### src/rtl/if_stage.sv
// Instruction fetch stage of the 5-stage RV32 pipeline.
// Owns the PC and keeps at most one request in flight on the req/gnt/rvalid
// instruction-memory port. A single-entry skid buffer catches a response
// that lands while decode is stalled. A redirect from execute flushes the
// stage, and kill_r drops the stale response that is still in flight.
module if_stage #(
   parameter int              XLEN     = 32,
   parameter logic [XLEN-1:0] RESET_PC = 32'h0000_0000
) (
   input  logic            clk_i,
   input  logic            rst_ni,
   input  logic            stall_i,
   input  logic            redirect_i,
   input  logic [XLEN-1:0] redirect_pc_i,
   output logic            imem_req_o,
   output logic [XLEN-1:0] imem_addr_o,
   input  logic            imem_gnt_i,
   input  logic            imem_rvalid_i,
   input  logic [XLEN-1:0] imem_rdata_i,
   output logic            id_valid_o,
   output logic [XLEN-1:0] id_pc_o,
   output logic [XLEN-1:0] id_instr_o,
   output logic [XLEN-1:0] id_pc_plus4_o
);

   localparam logic [0:0]      ST_IDLE = 1'b0;  // no outstanding request
   localparam logic [0:0]      ST_WAIT = 1'b1;  // granted, awaiting rvalid
   localparam logic [XLEN-1:0] PC_STEP = {{(XLEN-3){1'b0}}, 3'b100};
   localparam logic [XLEN-1:0] ZERO    = {XLEN{1'b0}};

   logic [0:0]      state_r;
   logic [XLEN-1:0] pc_r;
   logic [XLEN-1:0] pend_pc_r;
   logic            kill_r;
   logic            skid_valid_r;
   logic [XLEN-1:0] skid_pc_r;
   logic [XLEN-1:0] skid_instr_r;
   logic            id_valid_r;
   logic [XLEN-1:0] id_pc_r;
   logic [XLEN-1:0] id_instr_r;
   logic [XLEN-1:0] id_pc_plus4_r;

   logic            req_s;
   logic            fire_s;       // request accepted this cycle
   logic            done_s;       // outstanding request completes this cycle
   logic            rsp_s;        // completing response is live (not killed)
   logic [XLEN-1:0] target_pc_s;  // word-aligned redirect target

   assign done_s      = (state_r == ST_WAIT) && imem_rvalid_i;
   assign rsp_s       = done_s && !kill_r;
   assign fire_s      = req_s && imem_gnt_i;
   assign target_pc_s = {redirect_pc_i[XLEN-1:2], 2'b00};

   // Request decision: a new fetch may overlap the completing one, but never
   // during redirect, while the skid holds data, or on a killed response.
   always_comb begin
      req_s = 1'b0;
      if (!rst_ni || redirect_i || skid_valid_r) begin
         req_s = 1'b0;
      end else begin
         case (state_r)
            ST_IDLE: req_s = 1'b1;
            ST_WAIT: req_s = imem_rvalid_i && !kill_r && !(stall_i && id_valid_r);
            default: req_s = 1'b0;
         endcase
      end
   end

   assign imem_req_o  = req_s;
   assign imem_addr_o = pc_r;

   // PC, outstanding-request FSM and kill tracking; redirect has priority.
   always_ff @(posedge clk_i or negedge rst_ni) begin
      if (!rst_ni) begin
         state_r   <= ST_IDLE;
         pc_r      <= RESET_PC;
         pend_pc_r <= ZERO;
         kill_r    <= 1'b0;
      end else if (redirect_i) begin
         pc_r <= target_pc_s;
         if (done_s) begin
            // in-flight response arrives now and is simply discarded
            state_r <= ST_IDLE;
            kill_r  <= 1'b0;
         end else if (state_r == ST_WAIT) begin
            kill_r <= 1'b1;
         end else begin
            kill_r <= kill_r;
         end
      end else if (fire_s) begin
         pend_pc_r <= pc_r;
         pc_r      <= pc_r + PC_STEP;
         state_r   <= ST_WAIT;
         kill_r    <= 1'b0;
      end else if (done_s) begin
         state_r <= ST_IDLE;
         kill_r  <= 1'b0;
      end else begin
         state_r <= state_r;
      end
   end

   // IF/ID register and skid buffer: stall holds IF/ID, redirect flushes both.
   always_ff @(posedge clk_i or negedge rst_ni) begin
      if (!rst_ni) begin
         skid_valid_r  <= 1'b0;
         skid_pc_r     <= ZERO;
         skid_instr_r  <= ZERO;
         id_valid_r    <= 1'b0;
         id_pc_r       <= ZERO;
         id_instr_r    <= ZERO;
         id_pc_plus4_r <= ZERO;
      end else if (redirect_i) begin
         id_valid_r   <= 1'b0;
         skid_valid_r <= 1'b0;
      end else if (stall_i && id_valid_r) begin
         // decode is holding a real instruction: park a live response
         if (rsp_s) begin
            skid_valid_r <= 1'b1;
            skid_pc_r    <= pend_pc_r;
            skid_instr_r <= imem_rdata_i;
         end else begin
            skid_valid_r <= skid_valid_r;
         end
      end else if (skid_valid_r) begin
         id_valid_r    <= 1'b1;
         id_pc_r       <= skid_pc_r;
         id_instr_r    <= skid_instr_r;
         id_pc_plus4_r <= skid_pc_r + PC_STEP;
         skid_valid_r  <= 1'b0;
      end else if (rsp_s) begin
         id_valid_r    <= 1'b1;
         id_pc_r       <= pend_pc_r;
         id_instr_r    <= imem_rdata_i;
         id_pc_plus4_r <= pend_pc_r + PC_STEP;
      end else if (!stall_i) begin
         id_valid_r <= 1'b0;
      end else begin
         id_valid_r <= id_valid_r;
      end
   end

   assign id_valid_o    = id_valid_r;
   assign id_pc_o       = id_pc_r;
   assign id_instr_o    = id_instr_r;
   assign id_pc_plus4_o = id_pc_plus4_r;

endmodule

### config.mk
export PLATFORM = sky130hd
export DESIGN_NAME = if_stage
export DESIGN_NICKNAME = d
export VERILOG_FILES = /design/src/rtl/if_stage.sv
export SDC_FILE = /design/constraint.sdc
export NUM_CORES = 1
export LEC_CHECK = 0
export BUFFER_PORTS_ARGS = -buffer_cell sky130_fd_sc_hd__buf_2
export CAP_MARGIN = 20
export CORE_MARGIN = 2
export CORE_UTILIZATION = 60
export CTS_CLUSTER_SIZE = 25
export DETAILED_ROUTE_END_ITERATION = 10
export HOLD_SLACK_MARGIN = 0.12
export PLACE_DENSITY = 0.92
export SLEW_MARGIN = 20
export SYNTH_ARGS = -nofsm -noshare
export SYNTH_HDL_FRONTEND = slang
export SYNTH_SLANG_ARGS = --single-unit
### constraint.sdc
create_clock -name clk_i -period 7.7 [get_ports clk_i]
set_clock_uncertainty 0.1 [all_clocks]
set_input_delay 0.77 -clock clk_i [delete_from_list [all_inputs] [get_ports clk_i]]
set_output_delay 0.77 -clock clk_i [all_outputs]
set_load 0.01 [all_outputs]
---- Word level (Yosys, flattened, before mapping) ----
Cells that the tools add are included.
word-level totals
  flip-flop bits (word level) ............. 228
  logic and storage cells ................. 66
operators by class
  add/subtract/negate cells ............... 3
  equality and inequality tests ........... 4
  mux-type cells .......................... 26
  bitwise gates (word level) .............. 3
  reductions and logical operators ........ 19
operators with widths
  cell                                                    number
  two-way mux 32 bit                                      8
  adder 32 x 3 -> 32 bit (second input constant)          3
  two-way mux 1 bit                                       17
  logical AND 1 bit                                       6
  AND reduction 2 bit                                     3
  AND reduction 3 bit                                     2
  inequality test 4 x 1 -> 1 bit (second input constant)  1
  nonzero test 2 bit                                      2
  logical NOT 1 bit                                       3
  inequality test 3 x 1 -> 1 bit (second input constant)  1
  inequality test 3 bit (second input constant)           1
  inverter 1 bit                                          3
  nonzero test 3 bit                                      1
  logical OR 1 bit                                        2
  inequality test 2 bit (second input constant)           1
  one-hot mux 1 bit (2 select lines)                      1

---- Depth between registers and ports, before layout ----
Gate-level depths: netlist of the first run.
  word-level depth ........................ 8
  mapped depth ............................ 14

---- Worst setup path after synthesis of the first run ----
Ideal clock, no wire load.
  path kind ............................... register -> register
  start point ............................. register skid_valid_r
  end point ............................... register id_pc_plus4_r[30], in the netlist id_pc_plus4_o[30]
  setup time .............................. 83 ps
  data arrival time ....................... 2618 ps
  data required time ...................... 7517 ps
  slack ................................... 4899 ps
  stages on the path, launching flop included .. 14
  clock period less this slack ............ 2801 ps
  cell sequence ........................... dfrtp_1 buf_6 buf_2 buf_2 buf_2 mux2_2 ha_1 nand4_1 o22ai_1 and4_1 clkbuf_1 nand4_1 xnor2_1 o21ai_0
between the ends
  word-level cells in the longest chain between the ends .. 2
RTL lines
  what                                  RTL line  text
  start, declared                       35        logic skid_valid_r;
  start signal, assigned                123       skid_valid_r <= skid_valid_r;
  nonzero test 2 bit (no source line)   -
  AND reduction 3 bit (no source line)  -
  end signal, assigned                  129       id_pc_plus4_r <= skid_pc_r + PC_STEP;
  end signal, assigned                  135       id_pc_plus4_r <= pend_pc_r + PC_STEP;
  end, declared                         41        logic [XLEN-1:0] id_pc_plus4_r;
Several ways; a longest one is shown, not always the timed one.
A chain may end at the register's enable or synchronous reset.

---- Worst setup path after layout of the first run ----
  start point ............................. input port redirect_i
  end point ............................... register id_pc_r[27], in the netlist id_pc_o[27]
between the ends
  word-level cells in the longest chain between the ends .. 2
RTL lines
  what                                  RTL line  text
  start, declared                       13        input logic redirect_i,
  inverter 1 bit (no source line)       -
  AND reduction 3 bit (no source line)  -
  end signal, assigned                  127       id_pc_r <= skid_pc_r;
  end signal, assigned                  133       id_pc_r <= pend_pc_r;
  end, declared                         39        logic [XLEN-1:0] id_pc_r;
Every way passes these cells.

==> results.py, run 1 <==
metrics = {
    "layout": {
        "layout.nets": 1218,
        "diodes": 0,
        "final_util_pct": 72.70,
        "filler_cell_count": 1037,
        "final_common_cell": "nand2_1",
        "drive_gt1_share_pct": 27.22,
        "final_cell_mix": "227 x nand2_1, 217 x dfrtp_1, 190 x buf_2",
        "area_growth_pct": 18.81,
    },
    "setup_path": {
        "r2r_cells": 7,
        "cp.arrival_ns": 3.59,
        "critPathRequiredTime_ns": 7.97,
        "cp-end-kind": "flop",
        "startpoint_type": "primary input",
        "crit_type": "primary input to flop",
        "crit_fanout": 101,
    },
    "grt": {
        "grt_max_degree": 102,
        "grt_pass1_vias": 7820,
        "grt_pass1_wl_um": 40440,
        "grt_overflow": 0,
        "grtUsageTotal_pct": 27.80,
        "grt_antenna_before_repair": 0,
    },
    "sta": {
        "post-route-period-util_pct": 43.14,
        "hold_violations": 0,
        "worstMarginPinSlew_ns": 0.8544,
        "rsz0062_at_grt": "false",
        "max_slew_margin_pct": 43.04,
        "final-max-slew-violation-count": 0,
        "fin_tns_setup_ns": 0,
        "hold_ws_ns": 0.3750,
        "setup_violations": 0,
        "clock.fmax_ghz": 0.3011,
        "final.min_clock_period_ns": 3.322,
    },
    "pwr": {
        "combPwrFrac_pct": 20.8,
        "power_density_mw_per_mm2": 291.5,
        "clockPowerShare_pct": 34.0,
        "power.internal_w": 0.002440,
        "p_leak_nw": 5.788,
        "switching_share_pct": 30.31,
        "p_sw_w": 0.001061,
        "vdd_drop_max_v": 0.0001867,
        "pwr-share-seq_pct": 45.3,
    },
    "die": {
        "core-area_sq_mm": 0.01652,
        "ios": 200,
        "start_util_pct": 61.19,
        "die_h_um": 133.8,
        "die_x_um": 133.8,
        "row_count": 47,
        "die_area_sq_mm": 0.01791,
    },
    "synth": {
        "syn_area_per_cell_sq_um": 10.33,
        "syn_inst": 979,
        "synth_top_area_share_pct": 53.95,
        "synth_ff_type": "dfrtp_1",
        "ys_async_sr_fraction_pct": 100.0,
        "yosysTopAreaCell": "dfrtp_1",
        "ys_ff_latch": 218,
        "ys_warn_count": 0,
        "ys_seq_area_share_pct": 53.95,
        "synth_area_leaders": "dfrtp_1 54%, nand2_1 8.4%, mux2_2 7.7%",
        "synthDistinctLibCells": 54,
        "syn_area_sq_mm": 0.01011,
        "synth_enable_flop_cells": 0,
    },
    "drt": {
        "wl_per_cell_um": 18.02,
        "ant_nets": 0,
        "drtIter0Drc": 647,
        "drc_errors": 0,
        "drtPass1Iterations": 5,
        "vias": 8125,
        "finalWirelength_um": 24890,
        "avgViaCountPerCell": 5.883,
    },
    "worst_hold_path": {
        "hp-class": "flop to flop",
        "worstHoldPathCells": 2,
    },
    "clock_tree": {
        "root_buffer": "clkbuf_16",
        "cts_tree": "done",
        "numCtsBuffers": 23,
        "clock_latency_ns": 0.50,
        "post_cts_resized": 0,
        "cts.sinks": 218,
        "htree_num_levels": 1,
        "post_cts_buffers": 0,
        "clockBufferDepth": 3,
        "cts.clk_slew.worst_paths_ns": 0.06,
    },
    "placed_design": {
        "portBuffers": 191,
        "place_congestion": 0.8806,
        "place_hpwl_um": 16090,
    },
    "job": {
        "cap_viol_max_count": 0,
    },
    "outcome": {
        "status": "finished, final reports clean",
    },
}
-- power groups by stage --
stage          combinational, W  sequential (W)  clock (W)
2_1_floorplan          0.000281         0.00165          0
3_3_place_gp           0.000681         0.00157          0
3_5_place_dp           0.000714         0.00159          0
4_1_cts                0.000731         0.00158    0.00121
5_1_grt                0.000800         0.00161    0.00126
6_report               0.000727         0.00158    0.00119
-- worst max-delay path, stage by stage --
cell and delay, ns:
buf_2 0.64, o21bai_1 0.25, nand2b_4 0.64, buf_4 0.77
mux2_2 0.41
-- area by class of cell --
class	count	area, sq um	area share (%)
clock buffers	35	700.7	5.833
clock inverters	5	128.9	1.073
inverters	7	26.28	0.2187
multi-input cells	695	4368	36.36
flip-flops and latches	218	5459	45.44
well taps	220	275.3	2.291
repair buffers	201	1055	8.780
-- logic make-up after synthesis --
logic type / Yosys count / synth area share [%]
AOI/OAI and AO/OA: 175 / 10.05
and+or+nand+nor: 351 / 16.17
xor gates and xnor gates: 36 / 3.118
other: 1 / 0.03709
muxes: 125 / 13.23
DFF: 218 / 53.95
buffers and inverters: 71 / 3.193
adders and majority gates: 2 / 0.2475
-- path summary, 6_finish.rpt --
kind / startpoint / end / slack (ns)
hold / removal: id_pc_plus4_o[12] / id_pc_plus4_o[12] / 0.37
setup reg to reg: skid_valid_r / id_pc_plus4_o[25] / 4.56
setup / recovery: redirect_i / id_pc_o[27] / 4.38
hold reg to reg: id_pc_plus4_o[12] / id_pc_plus4_o[12] / 0.37
max in group asynchronous: rst_ni / skid_valid_r / 4.99
min in group asynchronous: rst_ni / id_instr_o[4] / 0.66
-- routing by layer --
metal,track usage [%],up-vias,wire [um]
li1,-,3758,-
met1,40.32,3955,10870
met2,43.96,352,11580
met3,4.422,60,1781
met4,8.038,0,652
met5,0,-,0
-- through the flow --
step | cell area [sq um] | power (W) | worst slack, ns | cells
floorplan | 10130 | 0.001929 | 4.899 | 984
finish | 12010 | 0.003501 | 4.378 | 1381
CTS | 12000 | 0.003517 | 4.257 | 1381
global route | 12010 | 0.003666 | 4.143 | 1381
detailed placement | 11160 | 0.002302 | 3.950 | 1340
global placement | 11160 | 0.002252 | 4.019 | 1340
-- timing repair --
item	4_1_cts	5_1_grt
setup endpoints to repair	0	0
hold buffers	1	0
endpoints found under the hold margin	50	0
-- sequential cells by signal, summed over array words and instances, names as in the netlist, 30 cells and up --
name and cells:
id_instr_o 32, id_pc_o 30, id_pc_plus4_o 30, imem_addr_o 30
pend_pc_r 30, skid_instr_r 32, skid_pc_r 30
-- cells in the mapped netlist, types with 9 or more instances --
cell	n
a21oi_1	17
a221o_1	11
and3_1	9
buf_2	15
clkbuf_1	35
dfrtp_1	218
mux2_2	69
mux2i_1	56
nand2_1	227
nand3_1	28
nand4_1	17
nor2_1	17
nor3_1	10
o21ai_0	112
xnor2_1	12
xor2_1	24
No activity file was read; power rests on OpenSTA's default activity.
==> inputs of run 2 (changes only) <==
CORE_UTILIZATION = 50   (was 60)
PLACE_DENSITY = 0.82   (was 0.92)
clock period = 3 ns   (was 7.7 ns; I/O delays follow)
==> run 2 against run 1 <==
  * Non-clock buffer count is 74 higher
  * Global-route usage down 3.6 points
  * Worst setup slack worse by 4.0 ns
  * Register-to-register slack got worse by 4.2 ns
  * Sequential cell count unchanged
  * Final cell count grew 9.0%
  * Largest cell class unchanged
==> results.py, run 2 (synthesis results as in run 1) <==
metrics = {
    "die": {
        "die_h_um": 146.2,
        "die_area_sq_mm": 0.02138,
        "ios": 200,
        "start_util_pct": 50.46,
        "row_count": 52,
        "core-area_sq_mm": 0.02004,
        "die_x_um": 146.2,
    },
    "pwr": {
        "p_leak_nw": 6.113,
        "power_density_mw_per_mm2": 697.3,
        "vdd_drop_max_v": 0.0003869,
    },
    "setup_path": {
        "r2r_start": "skid_valid_r",
        "cp.arrival_ns": 2.86,
        "cp-end-kind": "flop",
        "cp-startpoint": "skid_valid_r",
        "critPathRequiredTime_ns": 3.27,
        "startpoint_type": "flop",
        "crit_fanout": 12,
        "crit_type": "flop to flop",
    },
    "layout": {
        "diodes": 0,
        "layout.nets": 1293,
        "final_cell_mix": "227 x nand2_1, 217 x dfrtp_1, 190 x buf_2",
        "area_growth_pct": 26.72,
        "final_common_cell": "nand2_1",
        "final_util_pct": 63.94,
        "filler_cell_count": 1571,
        "drive_gt1_share_pct": 26.64,
    },
    "sta": {
        "fin_tns_setup_ns": 0,
        "setup_violations": 0,
        "max_slew_margin_pct": 38.02,
        "rsz0062_at_grt": "false",
        "post-route-period-util_pct": 86.48,
        "hold_violations": 0,
        "final-max-slew-violation-count": 0,
        "worstMarginPinSlew_ns": 0.9297,
        "clock.fmax_ghz": 0.3855,
        "final.min_clock_period_ns": 2.594,
    },
    "drt": {
        "drc_errors": 0,
        "drtIter0Drc": 557,
        "wl_per_cell_um": 17.09,
        "finalWirelength_um": 25720,
        "drtPass1Iterations": 5,
        "vias": 8299,
        "ant_nets": 0,
        "avgViaCountPerCell": 5.514,
    },
    "clock_tree": {
        "post_cts_resized": 0,
        "root_buffer": "clkbuf_16",
        "clock_latency_ns": 0.51,
        "numCtsBuffers": 24,
        "cts_tree": "done",
        "clockBufferDepth": 3,
        "cts.sinks": 218,
        "htree_num_levels": 1,
        "cts.clk_slew.worst_paths_ns": 0.06,
    },
    "job": {
        "cap_viol_max_count": 0,
    },
    "placed_design": {
        "place_hpwl_um": 16400,
        "place_congestion": 0.8806,
        "portBuffers": 191,
    },
    "worst_hold_path": {
        "hp-class": "primary input to flop",
        "hold_start": "stall_i",
    },
    "grt": {
        "grt_max_degree": 168,
        "grt_pass1_wl_um": 42580,
        "grt_pass1_vias": 8170,
        "grtUsageTotal_pct": 24.19,
        "grt_overflow": 0,
        "grt_antenna_before_repair": 0,
    },
    "outcome": {
        "status": "finished, final reports clean",
    },
}
-- run 2: layout make-up --
| cell class | instances | area [sq um] | area share (%) |
|---|---|---|---|
| multi-input cells | 695 | 4368 | 34.09 |
| flip-flops and latches | 218 | 5459 | 42.61 |
| clock inverters | 4 | 45.04 | 0.3516 |
| clock buffers | 36 | 767.0 | 5.986 |
| well taps | 270 | 337.8 | 2.637 |
| inverters | 7 | 26.28 | 0.2051 |
| repair buffers | 275 | 1809 | 14.12 |
-- run 2: what timing repair did --
item | 4_1_cts | 5_1_grt
buffers inserted | 0 | 0
hold endpoints to repair | 147 | 0
hold buffers | 65 | 0
-- run 2: layer usage --
layer / part of all wire (%) / track usage (%) / vias to the layer above
met1: 44 / 34.92 / 3993
li1: - / - / 3885
met4: 2.2 / 6.456 / 0
met2: 46 / 38.56 / 374
met3: 7.7 / 3.781 / 47
met5: 0 / 0 / -
-- run 2: where the power goes --
group	internal (W)	switching [W]
Combinational	0.000814	0.00111
Sequential	0.00357	0.000481
Clock	0.00183	0.00113
-- run 2: critical path: stages, from the launching register on --
cell and delay (ns):
dfrtp_4 0.54, mux2_2 0.27, ha_1 0.23, nand4_1 0.11
o22ai_1 0.31, nand3_1 0.24, nor3_1 0.30, xor2_1 0.24
o21ai_0 0.10
-- run 2: worst paths after layout --
| path | end | slack, ns | depth (start not counted) |
|---|---|---|---|
| worst max register to register | id_pc_plus4_o[28] | 0.41 | 8 |
| worst max-delay path | id_pc_plus4_o[28] | 0.41 | 8 |
| worst min-delay path | skid_valid_r | 0.15 | 3 |
| min in group asynchronous | state_r | 0.47 | 3 |
| max in group asynchronous | skid_pc_r[24] | 1.00 | 4 |
| worst min register to register | id_pc_plus4_o[10] | 0.37 | 2 |
-- run 2: metrics by stage --
step	power [W]	setup WS, ns	hold WS, ns	cells	instance area, sq um
6_report	0.008934	0.4057	0.1540	1505	12810
5_1_grt	0.009404	0.2811	0.1677	1505	12810
4_1_cts	0.008957	0.3908	0.1418	1505	12810
3_5_place_dp	0.005925	0.4067	0.3612	1400	11350
3_3_place_gp	0.005823	0.5056	0.3553	1400	11350
2_1_floorplan	0.004952	0.1989	-0.09559	984	10130
==> inputs of run 3 (changes only) <==
BUFFER_PORTS_ARGS = unset   (was -buffer_cell sky130_fd_sc_hd__buf_2)
CORE_UTILIZATION = 57   (was 50)
DONT_BUFFER_PORTS = 1   (was unset)
PLACE_DENSITY = 0.81   (was 0.82)
==> run 3 against run 2 <==
  * The flow now finishes with violations (hold timing)
  * Die area down 12%
  * Critical path depth down 1
  * Sequential cell count unchanged
  * Sequential share of layout area up 3.9 points
  * Worst setup slack worse by 0.12 ns
  * Highest routed layer unchanged
  * Global-route usage up 0.96 points
  * Total power down 9.2%
  * Non-clock buffer count down 188
==> results.py, run 3 (synthesis results as in run 1) <==
metrics = {
    "die": {
        "die_area_sq_mm": 0.01882,
        "ios": 200,
        "start_util_pct": 58.46,
        "die_x_um": 137.2,
        "core-area_sq_mm": 0.01730,
        "die_h_um": 137.2,
        "row_count": 48,
    },
    "sta": {
        "clock.fmax_ghz": 0.3679,
        "setup_violations": 0,
        "max_slew_margin_pct": 55.44,
        "final-max-slew-violation-count": 0,
        "hold_ws_ns": -0.6001,
        "worstMarginPinSlew_ns": 0.6592,
        "hold_violations": 218,
        "fin_tns_setup_ns": 0,
        "post-route-period-util_pct": 90.61,
        "final.min_clock_period_ns": 2.718,
        "rsz0062_at_grt": "false",
    },
    "setup_path": {
        "critical-path-max-stage-delay_ns": 0.57,
        "path_cells": "nand3_1, nor3_1, buf_4, nand3_1, xor2_1, o21ai_0, dlygate4sd3_1",
        "critPathRequiredTime_ns": 3.33,
        "cp.depth": 7,
        "cp-end-kind": "flop",
        "cp_common_cell": "nand3_1",
        "cp_slowest_cell": "nor3_1",
        "path_delay_family": "simple AND/OR/NAND/NOR gates",
        "critPathBufInv": 2,
        "startpoint_type": "flop",
        "crit_fanout": 9,
        "r2r_cells": 7,
        "cp.arrival_ns": 3.05,
        "crit_type": "flop to flop",
    },
    "layout": {
        "layout.nets": 1104,
        "stdcell_area_sq_mm": 0.01173,
        "final_cell_mix": "227 x nand2_1, 217 x dfrtp_1, 112 x o21ai_0",
        "final_common_cell": "nand2_1",
        "diodes": 0,
        "area_growth_pct": 15.98,
        "drive_gt1_share_pct": 12.45,
    },
    "pwr": {
        "combPwrFrac_pct": 12.1,
        "pwr-share-seq_pct": 54.7,
        "clockPowerShare_pct": 33.3,
        "switching_share_pct": 30.88,
        "power_density_mw_per_mm2": 691.8,
        "p_sw_w": 0.002505,
        "vdd_drop_max_v": 0.0004478,
        "power.internal_w": 0.005607,
        "p_leak_nw": 5.232,
    },
    "grt": {
        "grt_overflow": 0,
        "grt_antenna_before_repair": 0,
        "grt_pass1_wl_um": 37890,
        "grtUsageTotal_pct": 25.16,
        "grt_max_degree": 221,
        "grt_pass1_vias": 7449,
    },
    "drt": {
        "vias": 7544,
        "drc_errors": 0,
        "finalWirelength_um": 23680,
        "drtIter0Drc": 405,
        "ant_nets": 0,
        "avgViaCountPerCell": 5.945,
        "drtPass1Iterations": 5,
        "wl_per_cell_um": 18.66,
    },
    "clock_tree": {
        "holdBufCountCts": 70,
        "clock_latency_ns": 0.50,
        "cts.sinks": 218,
        "numCtsBuffers": 23,
        "clockBufferDepth": 3,
        "cts.clk_slew.worst_paths_ns": 0.06,
        "htree_num_levels": 1,
        "root_buffer": "clkbuf_16",
        "cts_tree": "done",
    },
    "outcome": {
        "status": "finished with violations",
        "violations": "hold timing",
    },
    "job": {
        "cap_viol_max_count": 0,
    },
    "placed_design": {
        "portBuffers": 0,
        "placed_area_sq_mm": 0.01031,
        "place_congestion": 0.8158,
        "place_hpwl_um": 15100,
    },
    "worst_hold_path": {
        "hp-class": "primary input to async pin",
    },
}
==> run 3: what timing repair did <==
item                                   CTS  global route
setup buffers                            0             0
gates resized for setup                  0             0
endpoints found under the hold margin  316           218
==> run 3: power groups by stage <==
stage                     logic, W  registers (W)  clock network (W)
after floorplan           0.000720        0.00423                  0
after detailed placement  0.000874        0.00449                  0
after global routing       0.00114        0.00453            0.00289
final                     0.000980        0.00443            0.00270
after CTS                 0.000975        0.00443            0.00275
after global placement    0.000815        0.00445                  0
==> run 3: layout make-up <==
class | instances | area (sq um)
multi-input cells | 695 | 4368
inverters | 7 | 26.28
clock buffers | 32 | 649.4
fillers | 1274 | 5570
repair buffers | 87 | 888.4
well taps | 225 | 281.5
flip-flops and latches | 218 | 5459
clock inverters | 5 | 53.80
==> run 3: metrics by stage <==
step	std cells	total power, W	util (%)	worst slack (ns)	hold WS, ns
finish	1269	0.008112	67.80	0.2816	-0.6001
global route	1269	0.008558	67.80	0.2127	-0.6219
CTS	1269	0.008156	67.80	0.4032	-0.6175
detailed placement	1162	0.005363	59.62	0.4295	-0.08974
global placement	1162	0.005267	59.62	0.4727	-0.09033
floorplan	984	0.004952	-	0.1989	-0.09559
==> run 3: worst paths after layout <==
check	startpoint	slack (ns)	endpoint
worst min-delay path	rst_ni	-0.60	skid_instr_r[0]
worst max-delay path	imem_addr_o[4]	0.28	imem_addr_o[13]
worst min register to register	pend_pc_r[30]	0.40	pend_pc_r[30]
worst max register to register	imem_addr_o[4]	0.28	imem_addr_o[13]
min in group clk_i	redirect_i	0.15	imem_addr_o[11]
max in group asynchronous	rst_ni	3.01	skid_valid_r
==> run 3: routing by layer <==
metal / track usage [%] / share of wire, % / vias up
met5: 0 / 0 / -
met4: 8.076 / 2.8 / 0
met3: 6.586 / 9.3 / 53
met2: 40.11 / 46 / 343
met1: 33.82 / 42 / 3644
li1: - / - / 3504
